## src/rtl/cpu_wb_pkg.sv

```systemverilog
// Shared types for the writeback queue: register index/data widths and the queued entry.
package cpu_wb_pkg;

    localparam int REG_IDX_W = 4;
    localparam int REG_W     = 32;

    typedef struct packed {
        logic [REG_IDX_W-1:0] index;
        logic [REG_W-1:0]     value;
    } entry_t;

endpackage

```

## src/rtl/cpu_wb_match.sv

```systemverilog
// Compares every occupied queue entry against one decode read index; reports a hit and,
// when CPU_WB_FORWARD_EN is defined, forwards the data of the youngest matching entry.
module cpu_wb_match
    import cpu_wb_pkg::*;
#(
    parameter int DEPTH = 4,
    localparam int PTR_W = $clog2(DEPTH),
    localparam int CNT_W = PTR_W + 1
) (
    input  entry_t [DEPTH-1:0]   entries,
    input  logic [PTR_W-1:0]     head,
    input  logic [CNT_W-1:0]     count,
    input  logic [REG_IDX_W-1:0] read_index,
    output logic                 pending,
    output logic [REG_W-1:0]     fwd_value
);

    logic [DEPTH-1:0] hit;
    logic [PTR_W-1:0] pos [DEPTH];

    // hit[age] is ordered oldest (age 0 = head) to youngest.
    for (genvar gi = 0; gi < DEPTH; gi++) begin : g_age
        assign pos[gi] = head + PTR_W'(gi);
        assign hit[gi] = (CNT_W'(gi) < count) && (entries[pos[gi]].index == read_index);
    end

    assign pending = |hit;

`ifdef CPU_WB_FORWARD_EN
    always_comb begin
        fwd_value = '0;
        for (int a = 0; a < DEPTH; a++) begin
            if (hit[a]) begin
                fwd_value = entries[pos[a]].value;
            end
        end
    end
`else
    logic unused_entry_bits;
    assign unused_entry_bits = ^entries;
    assign fwd_value = '0;
`endif

endmodule

```

## src/rtl/cpu_writeback_queue.sv

```systemverilog
// Two-port writeback queue between execute/load results and the register file.
// Optional forwarding of queued data is enabled by defining CPU_WB_FORWARD_EN.
module cpu_writeback_queue
    import cpu_wb_pkg::*;
#(
    parameter int DEPTH = 4
) (
    input  logic                          clk_i,
    input  logic                          rst_i,
    input  logic                          ex_valid_i,
    output logic                          ex_ready_o,
    input  logic [3:0]                    ex_index_i,
    input  logic [31:0]                   ex_value_i,
    input  logic                          ld_valid_i,
    output logic                          ld_ready_o,
    input  logic [3:0]                    ld_index_i,
    input  logic [31:0]                   ld_value_i,
    output logic                          write_enable0_o,
    output logic                          write_enable1_o,
    output logic [3:0]                    reg_write_index0_o,
    output logic [3:0]                    reg_write_index1_o,
    output logic [31:0]                   value0_o,
    output logic [31:0]                   value1_o,
    input  logic [3:0]                    reg_read_index0_i,
    input  logic [3:0]                    reg_read_index1_i,
    output logic                          pending0_o,
    output logic                          pending1_o,
    output logic [31:0]                   fwd_value0_o,
    output logic [31:0]                   fwd_value1_o,
    output logic [$clog2(DEPTH):0]        count_o
);

    localparam int PTR_W = $clog2(DEPTH);
    localparam int CNT_W = PTR_W + 1;

    entry_t [DEPTH-1:0] entries_reg;
    logic [PTR_W-1:0]   head_reg;
    logic [PTR_W-1:0]   tail_reg;
    logic [CNT_W-1:0]   count_reg;

    logic [CNT_W-1:0]   count_next;
    logic [CNT_W-1:0]   occ;
    logic [PTR_W-1:0]   head_plus1;
    logic [PTR_W-1:0]   ld_slot;
    entry_t             head_entry;
    entry_t             second_entry;
    logic               ex_fire;
    logic               ld_fire;
    logic [1:0]         enq;
    logic [1:0]         deq;

    // Reset masks every occupancy-derived output immediately, not just after the edge.
    assign occ        = rst_i ? '0 : count_reg;
    assign ex_ready_o = !rst_i && (count_reg < CNT_W'(DEPTH));
    assign ld_ready_o = !rst_i && (count_reg <= CNT_W'(DEPTH - 2));
    assign ex_fire    = ex_valid_i && ex_ready_o;
    assign ld_fire    = ld_valid_i && ld_ready_o;

    assign head_plus1   = head_reg + PTR_W'(1);
    assign head_entry   = entries_reg[head_reg];
    assign second_entry = entries_reg[head_plus1];

    // A same-index younger entry waits one cycle so the register file sees program order.
    assign write_enable0_o    = (occ != '0);
    assign write_enable1_o    = (occ >= CNT_W'(2)) && (second_entry.index != head_entry.index);
    assign reg_write_index0_o = head_entry.index;
    assign value0_o           = head_entry.value;
    assign reg_write_index1_o = second_entry.index;
    assign value1_o           = second_entry.value;

    assign enq        = {1'b0, ex_fire} + {1'b0, ld_fire};
    assign deq        = {1'b0, write_enable0_o} + {1'b0, write_enable1_o};
    assign count_next = count_reg + CNT_W'(enq) - CNT_W'(deq);
    assign ld_slot    = ex_fire ? tail_reg + PTR_W'(1) : tail_reg;
    assign count_o    = occ;

    always_ff @(posedge clk_i) begin
        if (rst_i) begin
            head_reg  <= '0;
            tail_reg  <= '0;
            count_reg <= '0;
        end else begin
            head_reg  <= head_reg + PTR_W'(deq);
            tail_reg  <= tail_reg + PTR_W'(enq);
            count_reg <= count_next;
        end
    end

    always_ff @(posedge clk_i) begin
        if (ex_fire) begin
            entries_reg[tail_reg] <= {ex_index_i, ex_value_i};
        end
        if (ld_fire) begin
            entries_reg[ld_slot] <= {ld_index_i, ld_value_i};
        end
    end

    logic [REG_IDX_W-1:0] read_index [2];
    logic                 pending    [2];
    logic [REG_W-1:0]     fwd_value  [2];

    assign read_index[0] = reg_read_index0_i;
    assign read_index[1] = reg_read_index1_i;

    for (genvar gi = 0; gi < 2; gi++) begin : g_match
        cpu_wb_match #(.DEPTH(DEPTH)) u_match (
            .entries    (entries_reg),
            .head       (head_reg),
            .count      (occ),
            .read_index (read_index[gi]),
            .pending    (pending[gi]),
            .fwd_value  (fwd_value[gi])
        );
    end

    assign pending0_o   = pending[0];
    assign pending1_o   = pending[1];
    assign fwd_value0_o = fwd_value[0];
    assign fwd_value1_o = fwd_value[1];

endmodule

```

## config.mk

```make
export PLATFORM = sky130hd
export DESIGN_NAME = cpu_writeback_queue
export DESIGN_NICKNAME = d
export VERILOG_FILES = /design/src/rtl/cpu_wb_pkg.sv /design/src/rtl/cpu_wb_match.sv /design/src/rtl/cpu_writeback_queue.sv
export SDC_FILE = /design/constraint.sdc
export NUM_CORES = 1
export LEC_CHECK = 0
export CORE_MARGIN = 2
export CORE_UTILIZATION = 55
export DETAILED_ROUTE_END_ITERATION = 8
export MAX_ROUTING_LAYER = met4
export PLACE_DENSITY_LB_ADDON = 0.2
export SYNTH_ARGS = -nofsm -noshare
export SYNTH_HDL_FRONTEND = slang
export SYNTH_SLANG_ARGS = --single-unit
```

## constraint.sdc

```tcl
create_clock -name clk_i -period 5.6 [get_ports clk_i]
set_input_delay 0.56 -clock clk_i [delete_from_list [all_inputs] [get_ports clk_i]]
set_output_delay 0.56 -clock clk_i [all_outputs]
set_load 0.01 [all_outputs]
```

**Yosys cells after proc, flatten, opt, wreduce, memory -nomap -nowiden**

Index checks and enable logic that the tools add are counted.

- Muxes and demuxes: 18
- Reduce and logical (&&, ||, !) cells: 19
- Order comparisons: 15
- Eq/ne operators: 9
- Add/subtract/negate cells: 10

Operators by type and width:

| cell | number |
|---|---|
| $bmux 36 s2 | 4 |
| $bwmux 144 | 2 |
| $mux 144 | 2 |
| $mux 36 | 6 |
| $demux 36 s2 | 2 |
| $eq 4x4->1 | 8 |
| $lt 2x3->1 const B | 6 |
| $logic_and 1x1->1 | 15 |
| $reduce_or 4->1 | 2 |
| $lt 1x3->1 const A | 2 |
| $lt 2x3->1 const A | 2 |
| $add 1x1->2 | 2 |
| $add 2x1->2 const B | 2 |
| $add 2x2->2 | 2 |
| $add 2x2->2 const B | 2 |
| $ge 2x1->1 const B | 2 |
| $ne 4x4->1 | 1 |
| $add 3x2->3 | 1 |
| $ge 3x2->1 const B | 1 |
| $le 3x2->1 const B | 1 |
| $lt 3x3->1 const B | 1 |
| $mux 3 | 1 |
| $reduce_bool 3->1 | 1 |
| $sub 3x2->3 | 1 |
| other kinds (2) | 2 |

- Input bits: 84
- Logic and storage cells: 82
- Output and inout bits: 145
- Flip-flop bits (word level): 151

**Depth between registers and ports, before layout**

Gate-level depths: netlist (run 1).

- Word-level depth: 10
- Mapped depth: 13
- Gate-level depth less buffers: 11

**Modules after synthesis**

A second synthesis (run 1) with hierarchy kept.

- Cells, all modules: 952
- Area, all modules: 10,329.9 um2

By module, submodules not included:

| module | times used | area each (um2) | cells an instance | sequential area each (um2) |
|---|---|---|---|---|
| cpu_writeback_queue | 1 | 8,515.7 | 796 | 3,022.9 |
| cpu_wb_match | 2 | 907.1 | 78 | 0.0 |

**Worst setup path before layout (run 1)**

Ideal clock, no wire load.

- Path type: flip-flop to flip-flop
- From: reg head_reg[1]
- To: reg count_reg[2]
- Required time: 5,472 ps
- Clock period less this slack: 3,350 ps
- Setup slack: 2,250 ps
- Path buffers: 2
- Data arrival time: 3,222 ps
- Stages on the path, launching flop included: 14
- Library setup time: 128 ps
- Path through: dfxtp_1 > buf_2 > buf_2 > mux4_2 > xor2_1 > o41a_1 > ha_1 > xor2_1 > ha_1 > inv_1 > fa_1 > xor2_1 > xnor2_1 > nor2_1

- Elaborated cells on any way between the ends: 9
- Those cells by class: add/sub: 3; eq/ne: 1; mux: 4; reduce/logical: 1

RTL lines:

| what | RTL line | source |
|---|---|---|
| from (decl) | cpu_writeback_queue.sv:37 | `logic [PTR_W-1:0] head_reg;` |
| from (signal assigned) | cpu_writeback_queue.sv:83 | `head_reg <= head_reg + PTR_W'(deq);` |
| $bmux 36 s2 | cpu_writeback_queue.sv:60 | `assign head_entry = entries_reg[head_reg];` |
| $mux 36 (not written as such) | cpu_writeback_queue.sv:60 |  |
| via reg_write_index0_o[3] | cpu_writeback_queue.sv:20 | `output logic [3:0] reg_write_index0_o,` |
| $ne 4x4->1 | cpu_writeback_queue.sv:65 | `assign write_enable1_o = (occ >= CNT_W'(2)) && (second_entry.index != head_entry.index);` |
| $logic_and 1x1->1 | cpu_writeback_queue.sv:65 |  |
| via write_enable1_o | cpu_writeback_queue.sv:19 | `output logic write_enable1_o,` |
| $add 1x1->2 | cpu_writeback_queue.sv:72 | `assign deq = {1'b0, write_enable0_o} + {1'b0, write_enable1_o};` |
| $sub 3x2->3 | cpu_writeback_queue.sv:73 | `assign count_next = count_reg + CNT_W'(enq) - CNT_W'(deq);` |
| to (signal assigned) | cpu_writeback_queue.sv:85 | `count_reg <= count_next;` |
| to (decl) | cpu_writeback_queue.sv:39 | `logic [CNT_W-1:0] count_reg;` |

The timed path passes the listed nets, and every way through them passes these cells. The select of a mux whose other input is x is not followed.
A chain may end at the register's enable or synchronous reset.

**Final worst setup path (run 1)**

- From: reg head_reg[1]
- To: out pending1_o

- Word-level cells in the longest chain between the ends: 6
- Elaborated cells on any way between the ends: 20
- Those cells by class: add/sub: 3; eq/ne: 4; mux: 8; reduce/logical: 5

Ends and longest elaborated chain:

| what | RTL line | source |
|---|---|---|
| $add 2x1->2 or $add 2x2->2 (tied branches) | cpu_wb_match.sv:23 | `assign pos[gi] = head + PTR_W'(gi);` |
| $bmux 36 s2 | cpu_wb_match.sv:24 | `assign hit[gi] = (CNT_W'(gi) < count) && (entries[pos[gi]].index == read_index);` |
| $mux 36 (not written as such) | cpu_wb_match.sv:24 |  |
| $eq 4x4->1 | cpu_wb_match.sv:24 |  |
| $logic_and 1x1->1 | cpu_wb_match.sv:24 |  |
| $reduce_or 4->1 (*) | cpu_wb_match.sv:27 | `assign pending = \|hit;` |
| to (decl) | cpu_writeback_queue.sv:27 | `output logic pending1_o,` |

Every way passes the cells marked *; elsewhere a longest branch is shown, timed or not. The select of a mux whose other input is x is not followed.

==> impl_metrics.json, run 1 <==
{
  "outcome": "complete, no violations",
  "worstMarginPinSlew_ns": 0.8488,
  "power_uw": 6970,
  "regArea_sq_mm": 0.003030,
  "cts_tree": "done",
  "crit_start": "head_reg[1]",
  "gr-usage-met1_pct": 33.71,
  "largest_reg_flops": 144,
  "nets": 1133,
  "slew_headroom_pct": 43.41,
  "cts_buffer_depth": 2,
  "maxClockFrequency_ghz": 0.2559,
  "intPower_uw": 4494,
  "synth_top_area_cell": "dfxtp_1",
  "cp-start-kind": "flip-flop",
  "syn_area_per_cell_sq_um": 10.34,
  "rr_worst_depth": 11,
  "slowest_delay_ns": 0.80,
  "ys_seq_area_share_pct": 32.05,
  "cts_root_buf": "clkbuf_16",
  "holdBufCountCts": 0,
  "io_pins": 229,
  "dieArea_sq_mm": 0.01821,
  "initial_core_util_pct": 56.48,
  "synth_area_sq_mm": 0.009433,
  "hold_violations": 0,
  "path_delay_family": "buffers and inverters",
  "p_sw_uw": 2476,
  "clockPowerShare_pct": 16.7,
  "peakVddDrop_v": 0.0003352,
  "ctsHtreeMaxLevel": 4,
  "syn_inst": 912,
  "cellPowerDensity_mw_per_mm2": 616.8,
  "cp_max_fo": 37,
  "placed_cells": 1240,
  "clock-sinks": 151,
  "p_comb_share_pct": 52.6,
  "antennaDiodeCount": 0,
  "cp_slowest_cell": "dfxtp_4",
  "path_cells": "buf_4 > mux4_2 > xor2_1 > nor4_1 > a31oi_1 > nand3_1 > clkdlybuf4s50_1",
  "min_from": "entries_reg[97]",
  "maxCapViolations": 0,
  "yosys-top-cells-area": "dfxtp_1 (32%), mux4_2 (19%), mux2i_1 (15%), buf_4 (5.6%), a21oi_1 (3.7%)",
  "fp.dieH_microns": 135.0,
  "final_cells": 1271,
  "cp.depth": 7,
  "overflow": 0,
  "yosysUniqueCellTypes": 37,
  "met2_usage_pct": 40.89,
  "cp_data_arrival_time_ns": 3.35,
  "min_path_type": "reg2reg",
  "grt_usage_pct": 25.74,
  "p_sw_share_pct": 35.52,
  "cts_setup_buffers": 0,
  "cp.required_ns": 5.04,
  "n_fill_cell": 1348,
  "ys_warn_count": 0,
  "multiInputGateArea_sq_mm": 0.005652,
  "grt_max_degree": 73,
  "first_pass_iters": 5,
  "grt_pass1_vias": 6738,
  "drive_gt1_share_pct": 12.84,
  "gp_congestion": 0.9439,
  "cts-buffers-inserted": 17,
  "antenna_found_initial": 0,
  "whs_endpoint": "entries_reg[97]",
  "place_ws_ns": 1.818,
  "antenna_left": 0,
  "core_area_sq_mm": 0.01670,
  "synth_seq_cells": 151,
  "finalSetupViolations": 0,
  "min_period_over_period_pct": 69.79,
  "rsz0062_at_grt": "no",
  "critPathKind": "reg2out",
  "regToRegStartpoint": "head_reg[0]",
  "synth_top_area_share_pct": 32.05,
  "syn2layout_area_growth_pct": 19.80,
  "dp_hpwl_microns": 14790,
  "rr_endpoint": "count_reg[2]",
  "setup_slack_ns": 1.692,
  "clkTransAtPathRegs_ns": 0.06,
  "holdPathStages": 2,
  "drt-initial-drc-count": 530,
  "clkLatencyLatePin_ns": 0.41,
  "vias": 7186,
  "skew_ns": 0.007333,
  "die_x_microns": 135.0,
  "final_max_slew_viol_count": 0,
  "rrSetupSlack_ns": 1.83,
  "end_kind": "output pin",
  "cp.buffers_inverters": 2,
  "viasPerCell": 5.654,
  "portBuffers": 164,
  "fin_tns_setup_ns": 0,
  "drt-total-wl_microns": 22670,
  "leakage_uw": 0.003952,
  "grt_most_used_layer": "met2",
  "p_seq_share_pct": 30.7,
  "cts_resized": 0,
  "min_period_ns": 3.908,
  "drc": 0,
  "grt_pass1_wl_microns": 35780,
  "wl_per_cell_microns": 17.84,
  "grtUsageMet3_pct": 5.931,
  "num_rows": 47
}
==> Yosys cell counts, drive strengths merged <==
cell type,instances
a211oi,1
a21oi,75
a31oi,1
and2,4
and3b,1
buf,118
clkbuf,11
clkinv,1
conb,1
dfxtp,151
fa,2
ha,8
inv,6
mux2i,145
mux4,80
nand2,74
nand3,11
nand4,1
nor2,82
nor2b,6
nor3,12
nor3b,1
nor4,1
o21ai,74
o41a,1
or3b,1
xnor2,12
xor2,31
==> cell families (layout without fill, tap and decap cells) <==
kind of cell,Yosys count,after routing,share of synthesized area [%]
AO/OA/AOI/OAI,152,152,8.808
multiplexers,225,225,34.49
flip-flops,151,151,32.05
AND/OR/NAND/NOR,194,194,8.569
other,1,64,0.03975
adder cells (fa/ha/maj),10,10,1.486
XOR/XNOR,43,43,3.993
buffers and inverters,136,212,10.57
==> layer usage <==
metal	vias to the layer above	share of wire, %
met5	-	0
met1	3510	44
met4	0	1.1
met3	21	6.6
li1	3418	-
met2	237	48
==> worst max-delay path by stage <==
stage	slack, ns	endpoint
final	1.69	pending1_o
after global routing	1.40	pending1_o
after CTS	1.61	pending1_o
after detailed placement	1.82	count_reg[2]
after global placement	1.90	count_reg[2]
after floorplan	2.25	count_reg[2]
==> layout make-up <==
cell class | count | area share [%]
inverters | 7 | 0.2768
well taps | 220 | 2.436
multi-input cells | 688 | 50.01
repair buffers | 174 | 15.19
clock buffers | 20 | 3.953
flip-flops and latches | 151 | 26.82
clock inverters | 11 | 1.318
==> tightest hold or removal path, stage by stage (launching register included) <==
cell and delay, ns:
dfxtp_1 0.34, mux2i_1 0.07, o21ai_1 0.10
==> cells in the final DEF (no fill, tap or decap), types with 3 or more instances in the layout <==
cell             netlist  final
dfxtp_1              151    149
ha_1                   8      8
xor2_1                31     31
clkbuf_16              0     17
nor2b_1                6      6
mux4_2                80     80
nand2_1               74     74
conb_1                 1     64
clkinv_2               0      3
clkdlybuf4s50_1        0    164
buf_4                 70     10
a21oi_1               69     69
nor2_1                82     82
bufinv_16              0      3
mux2i_1              145    145
xnor2_1               12     12
inv_1                  6      6
o21ai_0               43     43
nand3_1               11     11
a21oi_2                4      4
nor3_1                12     12
o21ai_1               29     29
==> metrics by stage <==
step	instance area [sq um]	hold slack, ns	utilization [%]
floorplan	9669	0.5016	-
global placement	10710	0.5213	64.10
detailed placement	10710	0.5351	64.10
CTS	11300	0.5497	67.67
global route	11300	0.5707	67.67
finish	11300	0.5485	67.67
==> power by group through the flow <==
stage	clock [uW]	combinational, uW	sequential [uW]
global route	1230	3920	2220
detailed placement	0	3640	2140
floorplan	0	2480	1870
CTS	1190	3680	2130
finish	1170	3660	2140
global placement	0	3600	2110
Power figures use the tool's default switching activity.
==> run 2, diff against run 1 <==
--- a/config.mk
+++ b/config.mk
@@ -6,7 +6,7 @@
 export NUM_CORES = 1
 export LEC_CHECK = 0
 export CORE_MARGIN = 2
-export CORE_UTILIZATION = 55
+export CORE_UTILIZATION = 51
 export DETAILED_ROUTE_END_ITERATION = 8
 export MAX_ROUTING_LAYER = met4
 export PLACE_DENSITY_LB_ADDON = 0.2
==> constraint.sdc (replaced) <==
create_clock -name clk_i -period 3.8 [get_ports clk_i]
set_input_delay 0.38 -clock clk_i [delete_from_list [all_inputs] [get_ports clk_i]]
set_output_delay 0.38 -clock clk_i [all_outputs]
set_load 0.01 [all_outputs]
==> run 2 against run 1 <==
  * The run now ends with DRC left
  * Core utilization down 4.2 points
  * Non-clock buffer count increased by 6
  * Register-to-register slack got worse by 1.3 ns
  * Setup slack got worse by 1.5 ns
  * Combinational power is 51% higher
  * Clock power rose by 51%
  * Critical path type unchanged
  * Largest power group unchanged
==> impl_metrics.json, run 2 (synthesis results as in run 1) <==
{
  "cts_tree": "done",
  "io_pins": 229,
  "drive_gt1_share_pct": 13.42,
  "final_max_slew_viol_count": 0,
  "clkTransAtPathRegs_ns": 0.06,
  "num_rows": 49,
  "grt_pass1_vias": 6746,
  "overflow": 0,
  "cts_resized": 0,
  "place_ws_ns": 0.5109,
  "grt_usage_pct": 23.41,
  "slowest_delay_ns": 0.63,
  "min_period_ns": 3.575,
  "holdBufCountCts": 0,
  "grt_max_degree": 73,
  "setup_slack_ns": 0.2252,
  "worstMarginPinSlew_ns": 0.8364,
  "dr_wl_met2_microns": 10930,
  "grt_pass1_wl_microns": 35610,
  "top_layer": "met4",
  "syn2layout_area_growth_pct": 21.66,
  "cts_setup_buffers": 0,
  "placed_cells": 1255,
  "cp.buffers_inverters": 2,
  "gp_congestion": 0.9130,
  "p_seq_share_pct": 29.2,
  "ctsHtreeMaxLevel": 4,
  "clkLatencyLatePin_ns": 0.41,
  "n_fill_cell": 1492,
  "vias": 7094,
  "clock-sinks": 151,
  "core_area_sq_mm": 0.01809,
  "hold_violations": 0,
  "intPower_uw": 6709,
  "die_x_microns": 140,
  "end_kind": "output pin",
  "initial_core_util_pct": 52.15,
  "clockPowerShare_pct": 17.1,
  "cts_root_buf": "clkbuf_16",
  "drt-total-wl_microns": 22600,
  "drt-met1-wl_microns": 9983,
  "largest_reg_flops": 144,
  "drc": 13,
  "dieArea_sq_mm": 0.01960,
  "cp_slowest_cell": "mux4_2",
  "maxCapViolations": 0,
  "fin_tns_setup_ns": 0,
  "leakage_uw": 0.004025,
  "cp_data_arrival_time_ns": 3.19,
  "min_period_over_period_pct": 94.07,
  "cellPowerDensity_mw_per_mm2": 899.7,
  "critPathKind": "reg2out",
  "viasPerCell": 5.508,
  "finalSetupViolations": 0,
  "p_sw_share_pct": 35.03,
  "min_path_type": "reg2reg",
  "peakVddDrop_v": 0.0004247,
  "route.met3.wl_microns": 1429,
  "maxClockFrequency_ghz": 0.2797,
  "p_sw_uw": 3616,
  "cp.required_ns": 3.42,
  "portBuffers": 164,
  "fp.dieH_microns": 140,
  "dp_hpwl_microns": 15320,
  "p_comb_share_pct": 53.7,
  "cp_max_fo": 52,
  "first_pass_iters": 9,
  "final_cell_mix": "clkdlybuf4s50_1 (164), dfxtp_1 (149), mux2i_1 (145)",
  "path_cells": "buf_4 > mux4_2 > xor2_1 > nor3_1 > nand3_1 > nand4_1 > clkdlybuf4s50_1",
  "wl_per_cell_microns": 17.55,
  "rsz0062_at_grt": "no",
  "antenna_left": 0,
  "cts-buffers-inserted": 17,
  "final_cells": 1288,
  "final_common_cell": "clkdlybuf4s50_1",
  "violations": "DRC",
  "slew_headroom_pct": 44.24,
  "cp-start-kind": "flip-flop",
  "nets": 1139,
  "outcome": "finished with violations",
  "cts_buffer_depth": 2,
  "path_delay_family": "buffers and inverters",
  "drt-initial-drc-count": 341,
  "skew_ns": 0.008067,
  "antenna_found_initial": 1
}
==> run 2: cell types whose count changed in the layout (fill, tap and decap cells not counted) <==
cell / previous run / this run
clkinv_2: 3 / 2
buf_12: 0 / 7
diode_2: 0 / 1
clkinv_4: 2 / 1
clkbuf_16: 17 / 18
inv_4: 0 / 1
inv_6: 1 / 2
inv_8: 1 / 0
clkbuf_8: 1 / 2
buf_4: 10 / 9
==> run 2: final cells by class <==
class / count / area, sq um / area share [%]
diodes: 1 / 2.502 / 0.02181
clock buffers: 22 / 485.5 / 4.230
clock inverters: 10 / 138.9 / 1.210
inverters: 7 / 31.28 / 0.2726
multi-input cells: 688 / 5652 / 49.25
flip-flops and latches: 151 / 3030 / 26.41
well taps: 229 / 286.5 / 2.497
repair buffers: 180 / 1849 / 16.11
==> run 2: worst paths after layout <==
check                  startpoint              end  slack, ns  cells past startpoint
setup / recovery      head_reg[0]       pending0_o       0.23                      7
setup reg to reg      head_reg[1]     count_reg[2]       0.54                     11
hold / removal    entries_reg[82]  entries_reg[82]       0.55                      2
hold reg to reg   entries_reg[82]  entries_reg[82]       0.55                      2
==> run 2: tightest hold or removal path, cell delays in order, from the launching register on <==
cell and delay, ns:
dfxtp_1 0.34, mux2i_1 0.08, o21ai_1 0.10
==> run 2: per-stage QoR <==
stage	instance area (sq um)	utilization [%]	power, uW	hold WS [ns]
3_5_place_dp	10850	59.99	8566	0.5333
4_1_cts	11470	63.44	10380	0.5494
5_1_grt	11480	63.45	10940	0.5714
2_1_floorplan	9669	-	6420	0.4886
6_report	11480	63.45	10320	0.5463
3_3_place_gp	10850	59.99	8475	0.5208
==> run 2: per-layer routing <==
| metal | global-route usage, % | vias up |
|---|---|---|
| met2 | 37.88 | 227 |
| met4 | 5.901 | 0 |
| li1 | - | 3429 |
| met5 | - | - |
| met3 | 6.017 | 21 |
| met1 | 29.56 | 3417 |
==> run 2: power groups by stage <==
stage | combinational [uW] | sequential, uW | clock (uW)
final | 5540 | 3010 | 1770
after detailed placement | 5550 | 3010 | 0
after CTS | 5580 | 3000 | 1800
after global placement | 5490 | 2980 | 0
after global routing | 5950 | 3120 | 1880
after floorplan | 3660 | 2760 | 0
==> run 3, diff against run 2 <==
--- a/config.mk
+++ b/config.mk
@@ -7,6 +7,7 @@
 export LEC_CHECK = 0
 export CORE_MARGIN = 2
 export CORE_UTILIZATION = 51
+export CTS_CLUSTER_DIAMETER = 120
 export DETAILED_ROUTE_END_ITERATION = 8
 export MAX_ROUTING_LAYER = met4
 export PLACE_DENSITY_LB_ADDON = 0.2
==> results of run 3 <==
Same layout as run 2: the final DEF is identical, and so are final timing and power.
